### config.mk
export PLATFORM = sky130hd
export DESIGN_NAME = pcie_ss_flr_responder
export DESIGN_NICKNAME = d
export VERILOG_FILES = /design/src/rtl/pcie_ss_axis_pkg.sv /design/src/rtl/pcie_ss_flr_responder_pkg.sv /design/src/rtl/pcie_ss_flr_req_fifo.sv /design/src/rtl/pcie_ss_flr_responder.sv
export SDC_FILE = /design/constraint.sdc
export NUM_CORES = 1
export LEC_CHECK = 0
export CAP_MARGIN = 20
export CORE_MARGIN = 2
export CORE_UTILIZATION = 60
export DETAILED_ROUTE_END_ITERATION = 8
export PLACE_DENSITY = 0.85
export SLEW_MARGIN = 15
export SYNTH_ARGS = -nofsm -noshare
export SYNTH_HDL_FRONTEND = slang
export SYNTH_HIERARCHICAL = 1
export SYNTH_SLANG_ARGS = --single-unit
### constraint.sdc
create_clock -name fim_clk -period 8.2 [get_ports fim_clk]
set_input_delay 1.64 -clock fim_clk [delete_from_list [all_inputs] [get_ports fim_clk]]
set_output_delay 1.64 -clock fim_clk [all_outputs]
set_load 0.01 [all_outputs]
### src/rtl/pcie_ss_axis_pkg.sv
// pcie_ss_axis_pkg: PCIe SS FLR sideband stream types shared by FIM blocks.
package pcie_ss_axis_pkg;
    localparam int PF_W = 3;
    localparam int VF_W = 11;

    typedef struct packed {
        logic            vf_active;
        logic [PF_W-1:0] pf;
        logic [VF_W-1:0] vf;
    } t_flr_func;

    typedef struct packed {
        logic      tvalid;
        t_flr_func tdata;
    } t_axis_pcie_flr;
endpackage

### src/rtl/pcie_ss_flr_responder_pkg.sv
// pcie_ss_flr_responder_pkg: FSM encoding and widths for the FLR responder.
package pcie_ss_flr_responder_pkg;
    import pcie_ss_axis_pkg::*;

    localparam int FUNC_W = $bits(t_flr_func);

    typedef enum logic [1:0] {IDLE, ASSERT, RESP} t_flr_rsp_state;
endpackage

### src/rtl/pcie_ss_flr_req_fifo.sv
// pcie_ss_flr_req_fifo: small synchronous FIFO holding pending FLR targets.
module pcie_ss_flr_req_fifo #(
    parameter int DEPTH = 4,
    parameter int W     = 15
) (
    input  logic         clk,
    input  logic         rst_n,
    input  logic         push_i,
    input  logic [W-1:0] data_i,
    input  logic         pop_i,
    output logic         full_o,
    output logic         empty_o,
    output logic [W-1:0] head_o
);
    localparam int AW = $clog2(DEPTH);

    logic [W-1:0]  mem_q [DEPTH];
    logic [AW-1:0] wr_q, rd_q;
    logic [AW:0]   cnt_q;
    logic          do_push, do_pop;

    assign full_o  = cnt_q == (AW+1)'(DEPTH);
    assign empty_o = cnt_q == '0;
    assign head_o  = mem_q[rd_q];
    assign do_pop  = pop_i && !empty_o;
    // A full queue still accepts a push when the head leaves in the same cycle.
    assign do_push = push_i && (!full_o || do_pop);

    always_ff @(posedge clk or negedge rst_n) begin
        if (!rst_n) begin
            for (int i = 0; i < DEPTH; i++) mem_q[i] <= '0;
            wr_q  <= '0;
            rd_q  <= '0;
            cnt_q <= '0;
        end else begin
            if (do_push) begin
                mem_q[wr_q] <= data_i;
                wr_q        <= wr_q + 1'b1;
            end
            if (do_pop) rd_q <= rd_q + 1'b1;
            cnt_q <= cnt_q + (AW+1)'(do_push) - (AW+1)'(do_pop);
        end
    end
endmodule

### src/rtl/pcie_ss_flr_responder.sv
// pcie_ss_flr_responder: queues PCIe SS FLR requests, drives the AFU per-function
// reset until it quiesces (or times out), then returns the FLR completion.
module pcie_ss_flr_responder
    import pcie_ss_axis_pkg::*;
    import pcie_ss_flr_responder_pkg::*;
#(
    parameter int REQ_FIFO_DEPTH = 4,
    parameter int MIN_RST_CYCLES = 16,
    parameter int ACK_TIMEOUT    = 65536
) (
    input  logic            fim_clk,
    input  logic            fim_rst_n,
    input  t_axis_pcie_flr  flr_req_if,
    output t_axis_pcie_flr  flr_rsp_if,
    output logic            afu_flr_rst_valid,
    output logic            afu_flr_rst_vf_active,
    output logic [PF_W-1:0] afu_flr_rst_pf,
    output logic [VF_W-1:0] afu_flr_rst_vf,
    input  logic            afu_flr_rst_ack,
    output logic            flr_busy,
    input  logic            clr_stat,
    output logic            stat_ovf,
    output logic            stat_timeout,
    output logic [7:0]      stat_timeout_cnt
);
    localparam int HW = $clog2(MIN_RST_CYCLES) + 1;
    localparam int TW = $clog2(ACK_TIMEOUT) + 1;
    localparam logic [HW-1:0] HOLD_MAX = HW'(MIN_RST_CYCLES - 1);
    localparam logic [TW-1:0] TO_MAX   = TW'(ACK_TIMEOUT - 1);

    t_flr_rsp_state state_q, state_d;
    t_flr_func      tgt_q, tgt_d, head;
    logic [HW-1:0]  hold_q, hold_d;
    logic [TW-1:0]  to_q, to_d;
    logic           ack_seen_q, ack_seen_d;
    logic           ovf_q, ovf_d, tmo_q, tmo_d;
    logic [7:0]     tcnt_q, tcnt_d;
    logic           full, empty, pop, drop, in_assert, ack_exit, to_exit;

    pcie_ss_flr_req_fifo #(.DEPTH(REQ_FIFO_DEPTH), .W(FUNC_W)) u_fifo (
        .clk     (fim_clk),
        .rst_n   (fim_rst_n),
        .push_i  (flr_req_if.tvalid),
        .data_i  (flr_req_if.tdata),
        .pop_i   (pop),
        .full_o  (full),
        .empty_o (empty),
        .head_o  (head)
    );

    always_comb begin
        in_assert  = state_q == ASSERT;
        pop        = state_q == IDLE && !empty;
        drop       = flr_req_if.tvalid && full && !pop;
        // hold_cnt saturates so a late ack still satisfies the minimum-hold check.
        ack_exit   = in_assert && (ack_seen_q || afu_flr_rst_ack) && hold_q >= HOLD_MAX;
        to_exit    = in_assert && to_q == TO_MAX && !ack_exit;
        state_d    = pop ? ASSERT : (ack_exit || to_exit) ? RESP : state_q == RESP ? IDLE : state_q;
        tgt_d      = pop ? head : tgt_q;
        hold_d     = pop ? '0 : (in_assert && hold_q != HOLD_MAX) ? hold_q + 1'b1 : hold_q;
        to_d       = pop ? '0 : in_assert ? to_q + 1'b1 : to_q;
        ack_seen_d = pop ? 1'b0 : ack_seen_q || (in_assert && afu_flr_rst_ack);
        ovf_d      = drop || (ovf_q && !clr_stat);
        tmo_d      = to_exit || (tmo_q && !clr_stat);
        tcnt_d     = clr_stat ? {7'd0, to_exit} : (to_exit && tcnt_q != 8'hff) ? tcnt_q + 8'd1 : tcnt_q;
    end

    always_ff @(posedge fim_clk or negedge fim_rst_n) begin
        if (!fim_rst_n) begin
            state_q    <= IDLE;
            tgt_q      <= '0;
            hold_q     <= '0;
            to_q       <= '0;
            ack_seen_q <= 1'b0;
            ovf_q      <= 1'b0;
            tmo_q      <= 1'b0;
            tcnt_q     <= '0;
        end else begin
            state_q    <= state_d;
            tgt_q      <= tgt_d;
            hold_q     <= hold_d;
            to_q       <= to_d;
            ack_seen_q <= ack_seen_d;
            ovf_q      <= ovf_d;
            tmo_q      <= tmo_d;
            tcnt_q     <= tcnt_d;
        end
    end

    assign afu_flr_rst_valid     = state_q == ASSERT;
    assign afu_flr_rst_vf_active = tgt_q.vf_active;
    assign afu_flr_rst_pf        = tgt_q.pf;
    assign afu_flr_rst_vf        = tgt_q.vf;
    assign flr_rsp_if.tvalid     = state_q == RESP;
    assign flr_rsp_if.tdata      = tgt_q;
    assign flr_busy              = state_q != IDLE || !empty;
    assign stat_ovf              = ovf_q;
    assign stat_timeout          = tmo_q;
    assign stat_timeout_cnt      = tcnt_q;
endmodule

# [Yosys cells after proc, flatten, opt, wreduce, memory -nomap -nowiden]
# Cells that the tools add are included.
# W data, S select, Z words.
[word_totals] mem_count=0 latchBits=0 wordCells=86 mem_bits_rw=0 romBits=0 ff_bits=117
[classes] muxes=16 n_eq_ne=6 bitwise=2 order_cmp=4 n_div=0 n_shift=0 n_reduce_logical=34 addsub=7 mul=0
[op_table] operator="$bwmux W60" count=1
[op_table] operator="$mux W15" count=3
[op_table] operator="$mux W17" count=2
[op_table] operator="$bmux W15 S2" count=1
[op_table] operator="$demux W15 S2" count=1
[op_table] operator="$add A17 B1 Y17 const B" count=1
[op_table] operator="$eq A17 B16 Y1 const B" count=1
[op_table] operator="$mux W8" count=2
[op_table] operator="$logic_and A1 B1 Y1" count=15
[op_table] operator="$mux W5" count=2
[op_table] operator="$add A8 B1 Y8 const B" count=1
[op_table] operator="$ne A8 B8 Y1 const B" count=1
[op_table] operator="$reduce_bool A2 Y1" count=4
[op_table] operator="$logic_or A1 B1 Y1" count=7
[op_table] operator="$ge A3 B3 Y1 const B" count=2
[op_table] operator="$mux W2" count=3
[op_table] operator="$not A2 Y3" count=2
[op_table] operator="$add A5 B1 Y5 const B" count=1
[op_table] operator="$ge A5 B4 Y1 const B" count=1
[op_table] operator="$logic_not A1 Y1" count=5
[op_table] operator="$ne A5 B4 Y1 const B" count=1
[op_table] operator="$add A2 B1 Y2 const B" count=2
[op_table] operator="$add A3 B1 Y3" count=1
[op_table] operator="$eq A3 B3 Y1 const B" count=1
[op_table] operator="8 further kinds" count=8

# [Logic depth before layout (Yosys ltp)]
[depth] word_depth=8 depth_mapped=11 depth_no_buf=10

# [Modules after synthesis]
# The synthesis kept the hierarchy.
[modules_own_cells] mod="pcie_ss_flr_req_fifo" area_each_um2=3007.9 seq_area_each_um2=1676.6 n_inst=1 cells_each=181
[modules_own_cells] mod="pcie_ss_flr_responder" area_each_um2=2467.4 seq_area_each_um2=1251.2 n_inst=1 cells_each=266

# [Least setup slack after synthesis]
# OpenSTA, ideal clock, no wires.
[synth_timing] kind="input port to flip-flop" start="input port afu_flr_rst_ack" end="register tcnt_q[6] (netlist: stat_timeout_cnt[6])" t_arrival_ns=2.676 required_ns=8.080 stages=4 slack_ns=5.404 n_path_buf=0 path_cell_list="o22ai_1 > o2111ai_4 > or4b_1 > o211a_1"
[synth_via] elab_chain_len=7
[synth_rtl] element="from (decl)" line_no="pcie_ss_flr_responder.sv:19" rtl="input logic afu_flr_rst_ack,"
[synth_rtl] element="$logic_or A1 B1 Y1" line_no="pcie_ss_flr_responder.sv:56" rtl="ack_exit = in_assert && (ack_seen_q || afu_flr_rst_ack) && hold_q >= HOLD_MAX;"
[synth_rtl] element="$logic_and A1 B1 Y1 (2 in a row)" line_no="pcie_ss_flr_responder.sv:56"
[synth_rtl] element="$logic_not A1 Y1" line_no="pcie_ss_flr_responder.sv:57" rtl="to_exit = in_assert && to_q == TO_MAX && !ack_exit;"
[synth_rtl] element="$logic_and A1 B1 Y1" line_no="pcie_ss_flr_responder.sv:57"
[synth_rtl] element="$logic_and A1 B1 Y1" line_no="pcie_ss_flr_responder.sv:65" rtl="tcnt_d = clr_stat ? {7'd0, to_exit} : (to_exit && tcnt_q != 8'hff) ? tcnt_q + 8'd1 : tcnt_q;"
[synth_rtl] element="$reduce_bool A2 Y1 (no source line)"
[synth_rtl] element="to (signal assigned)" line_no="pcie_ss_flr_responder.sv:86" rtl="tcnt_q <= tcnt_d;"
[synth_rtl] element="to (decl)" line_no="pcie_ss_flr_responder.sv:37" rtl="logic [7:0] tcnt_q, tcnt_d;"
# No other way between the ends.
# A chain may end at the register's enable or synchronous reset.

# [Worst setup path in the final report]
[layout_timing] start="register state_q[1]" end="output port afu_flr_rst_valid"
[layout_via] elab_chain_len=1
[layout_rtl] element="from (decl)" line_no="pcie_ss_flr_responder.sv:31" rtl="t_flr_rsp_state state_q, state_d;"
[layout_rtl] element="from (signal assigned)" line_no="pcie_ss_flr_responder.sv:79" rtl="state_q <= state_d;"
[layout_rtl] element="$eq A2 B1 Y1" line_no="pcie_ss_flr_responder.sv:90" rtl="assign afu_flr_rst_valid = state_q == ASSERT;"
[layout_rtl] element="to (decl)" line_no="pcie_ss_flr_responder.sv:15" rtl="output logic afu_flr_rst_valid,"
# No other way between the ends.

==> results.ini <==
[outcome]
status = completed

[clock_tree]
post_cts_resized = 0
numCtsBuffers = 17
cts_tree = done
cts_hold_buf = 0
clkLatencyLatePin_ns = 0.52
cts_setup_buffers = 0
clock-root-buffer = clkbuf_8
clk_path_buf_depth = 2
ctsHtreeMaxLevel = 4
clock-sinks = 117
clkTransAtPathRegs_ns = 0.06

[yosys]
synth_flop_cell = dfrtp_1
synth.yosys.seq_area_share_pct = 53.5
ys_warn_count = 6
synth_cells = 447
postSynthAreaPerCell_um2 = 12.2
synth_nets = 478
synth-seq-cells = 117
async_flop_share_pct = 100
synth_edf_count = 0
synth_cell_types = 49
syn-cell-area_um2 = 5480

[layout]
fin_nets = 532
antenna_cells = 0
layout-drive-gt1-share_pct = 23.5
stdcell_count = 622
area_delta_synth_final_pct = 21.9

[floorplanning]
start_util_pct = 62.2
die-area_um2 = 9910
die_w_um = 99.5
rows = 34
pin_count = 63
die_y_um = 99.5
design.core.area_um2 = 8810

[placement]
pre_cts_ws_ns = 4.68
place.gp.congestion = 0.834
portBuffers = 62
placed_cells = 590
hpwl_um = 7090

[global_route]
antenna_found_initial = 0
grt_pass1_wl_um = 19300
grt_max_degree = 73
gr-total-overflow = 0
grt.total_usage_pct = 25.4
grt_pass1_vias = 3911

[timing]
fin_crit_sh_pct = 45.8
setup_viol = 0
max_slew_margin_pct = 38.0
max_freq_ghz = 0.266
finClkSkew_ns = 0.00912
finalHoldViolCount = 0
rsz0062_at_grt = false
maxSlewViolCount = 0
worst_pin_slew_ns = 0.929
worst_slack_ns = 4.45
fin_setup_tns_ns = 0
period_needed_ns = 3.75

[worst_setup_path]
crit_arrival_ns = 2.11
worst-setup-path-type = reg -> out
crit_fanout = 12
worstSetupEndpointType = output pin
startpoint_type = flop
worstPathRequired_ns = 6.56

[detailed_routing]
routed-via-count = 3701
wl_per_cell_um = 18.4
drtPass1Iterations = 6
first_iter_violations = 161
routed_via_density = 5.95
drc = 0
wl_um = 11500
antenna_left = 0

[job]
drv_cap = 0

[power_and_ir_drop]
max-vdd-ir-drop_mv = 0.287
leakage_nw = 2.93
powerDensity_nw_per_um2 = 407

[min_path]
hold_path_class = reg -> reg

-- sequential cells by signal (all words and copies together) (netlist names), 3 cells and up --
signal,count
to_q,17
stat_timeout_cnt,8
u_fifo/mem_q,60
afu_flr_rst_vf,11
hold_q,5
u_fifo/cnt_q,3
afu_flr_rst_pf,3
-- synthesized netlist by cell type, drive strengths merged, types with 2 or more instances --
| cell type | number | area, µm² |
|---|---|---|
| a21oi | 11 | 55.1 |
| a31oi | 2 | 12.5 |
| and3 | 5 | 31.3 |
| and4 | 2 | 17.5 |
| buf | 28 | 198 |
| clkbuf | 5 | 28.8 |
| dfrtp | 117 | 2930 |
| ha | 10 | 125 |
| inv | 12 | 47.6 |
| mux2 | 61 | 687 |
| mux2i | 9 | 90.1 |
| mux4 | 15 | 338 |
| nand2 | 74 | 278 |
| nand2b | 4 | 25.0 |
| nand3 | 10 | 50.1 |
| nand4 | 10 | 62.6 |
| nor2 | 19 | 71.3 |
| nor3 | 3 | 15.0 |
| nor3b | 2 | 15.0 |
| o21ai | 11 | 55.1 |
| o31ai | 3 | 22.5 |
| o41ai | 2 | 17.5 |
| or3 | 2 | 12.5 |
| or4 | 4 | 30.0 |
| xnor2 | 5 | 43.8 |
| xor2 | 3 | 26.3 |
-- critical path, stage by stage (launching register included) --
cell and delay, ns:
dfrtp_1 0.44, nand2b_1 0.37, inv_4 0.23, clkdlybuf4s50_1 0.56
-- cell families after synthesis --
kind of cell / Yosys count / share of synthesized area, %
fa+ha+maj: 11 / 2.65
buf+inv: 45 / 5.00
compound gates: 40 / 4.98
simple gates: 141 / 12.2
mux: 85 / 20.4
xor+xnor: 8 / 1.28
flops: 117 / 53.5
-- placed cells by master (no fill, tap or decap), types with 4 or more instances in the layout --
cell / count
mux2_2: 61
nand3_1: 10
ha_1: 10
and3_1: 5
inv_6: 4
clkdlybuf4s50_1: 61
mux4_2: 15
clkbuf_16: 16
buf_4: 7
o21ai_0: 11
inv_1: 11
nor2_1: 19
dfrtp_1: 116
or4_1: 4
a21oi_1: 11
xnor2_1: 5
bufinv_16: 4
nand4_1: 10
mux2i_1: 9
nand2_1: 74
nand2b_1: 4
-- power by group --
group          switching [W]  internal (W)  total, W  leakage (nW)
Combinational       0.000394      0.000522  0.000916          1.18
Sequential          0.000205      0.000816   0.00102          1.45
Clock               0.000272      0.000504  0.000777         0.299
-- layout make-up --
cell class | count | area [µm²]
sequential | 117 | 2930
multi-input combinational | 285 | 2270
fill | 546 | 2130
timing repair buffer | 68 | 663
clock buffer | 18 | 428
clock inverter | 14 | 196
tap | 108 | 135
inverter | 12 | 47.5
-- routing by layer --
metal	GRT usage [%]	up-vias	share of wire (%)
met5	0	-	0
met4	6.43	0	0.76
met3	7.10	10	4.3
met2	44.4	103	54
met1	31.2	1906	41
li1	-	1682	-
-- path summary, 6_finish.rpt --
check                      cells after the start            start                   to  slack (ns)
hold / removal                                 1         to_q[15]             to_q[15]        0.47
setup / recovery                               3       state_q[1]    afu_flr_rst_valid        4.45
setup reg to reg                              10  u_fifo/cnt_q[1]      u_fifo/cnt_q[2]        4.78
max in group asynchronous                      2        fim_rst_n       u_fifo/rd_q[0]        5.73
min in group asynchronous                      1        fim_rst_n  stat_timeout_cnt[2]        1.12
hold reg to reg                                1         to_q[15]             to_q[15]        0.47
-- stage by stage --
| step | cell area (µm²) | hold slack (ns) | total power (W) | utilization, % |
|---|---|---|---|---|
| floorplan | 5480 | 0.437 | 0.00165 | - |
| global placement | 6050 | 0.455 | 0.00187 | 68.7 |
| detailed placement | 6050 | 0.465 | 0.00193 | 68.7 |
| CTS | 6670 | 0.473 | 0.00273 | 75.8 |
| global route | 6670 | 0.500 | 0.00286 | 75.8 |
| finish | 6670 | 0.473 | 0.00271 | 75.8 |
(Power assumes the default switching activity.)
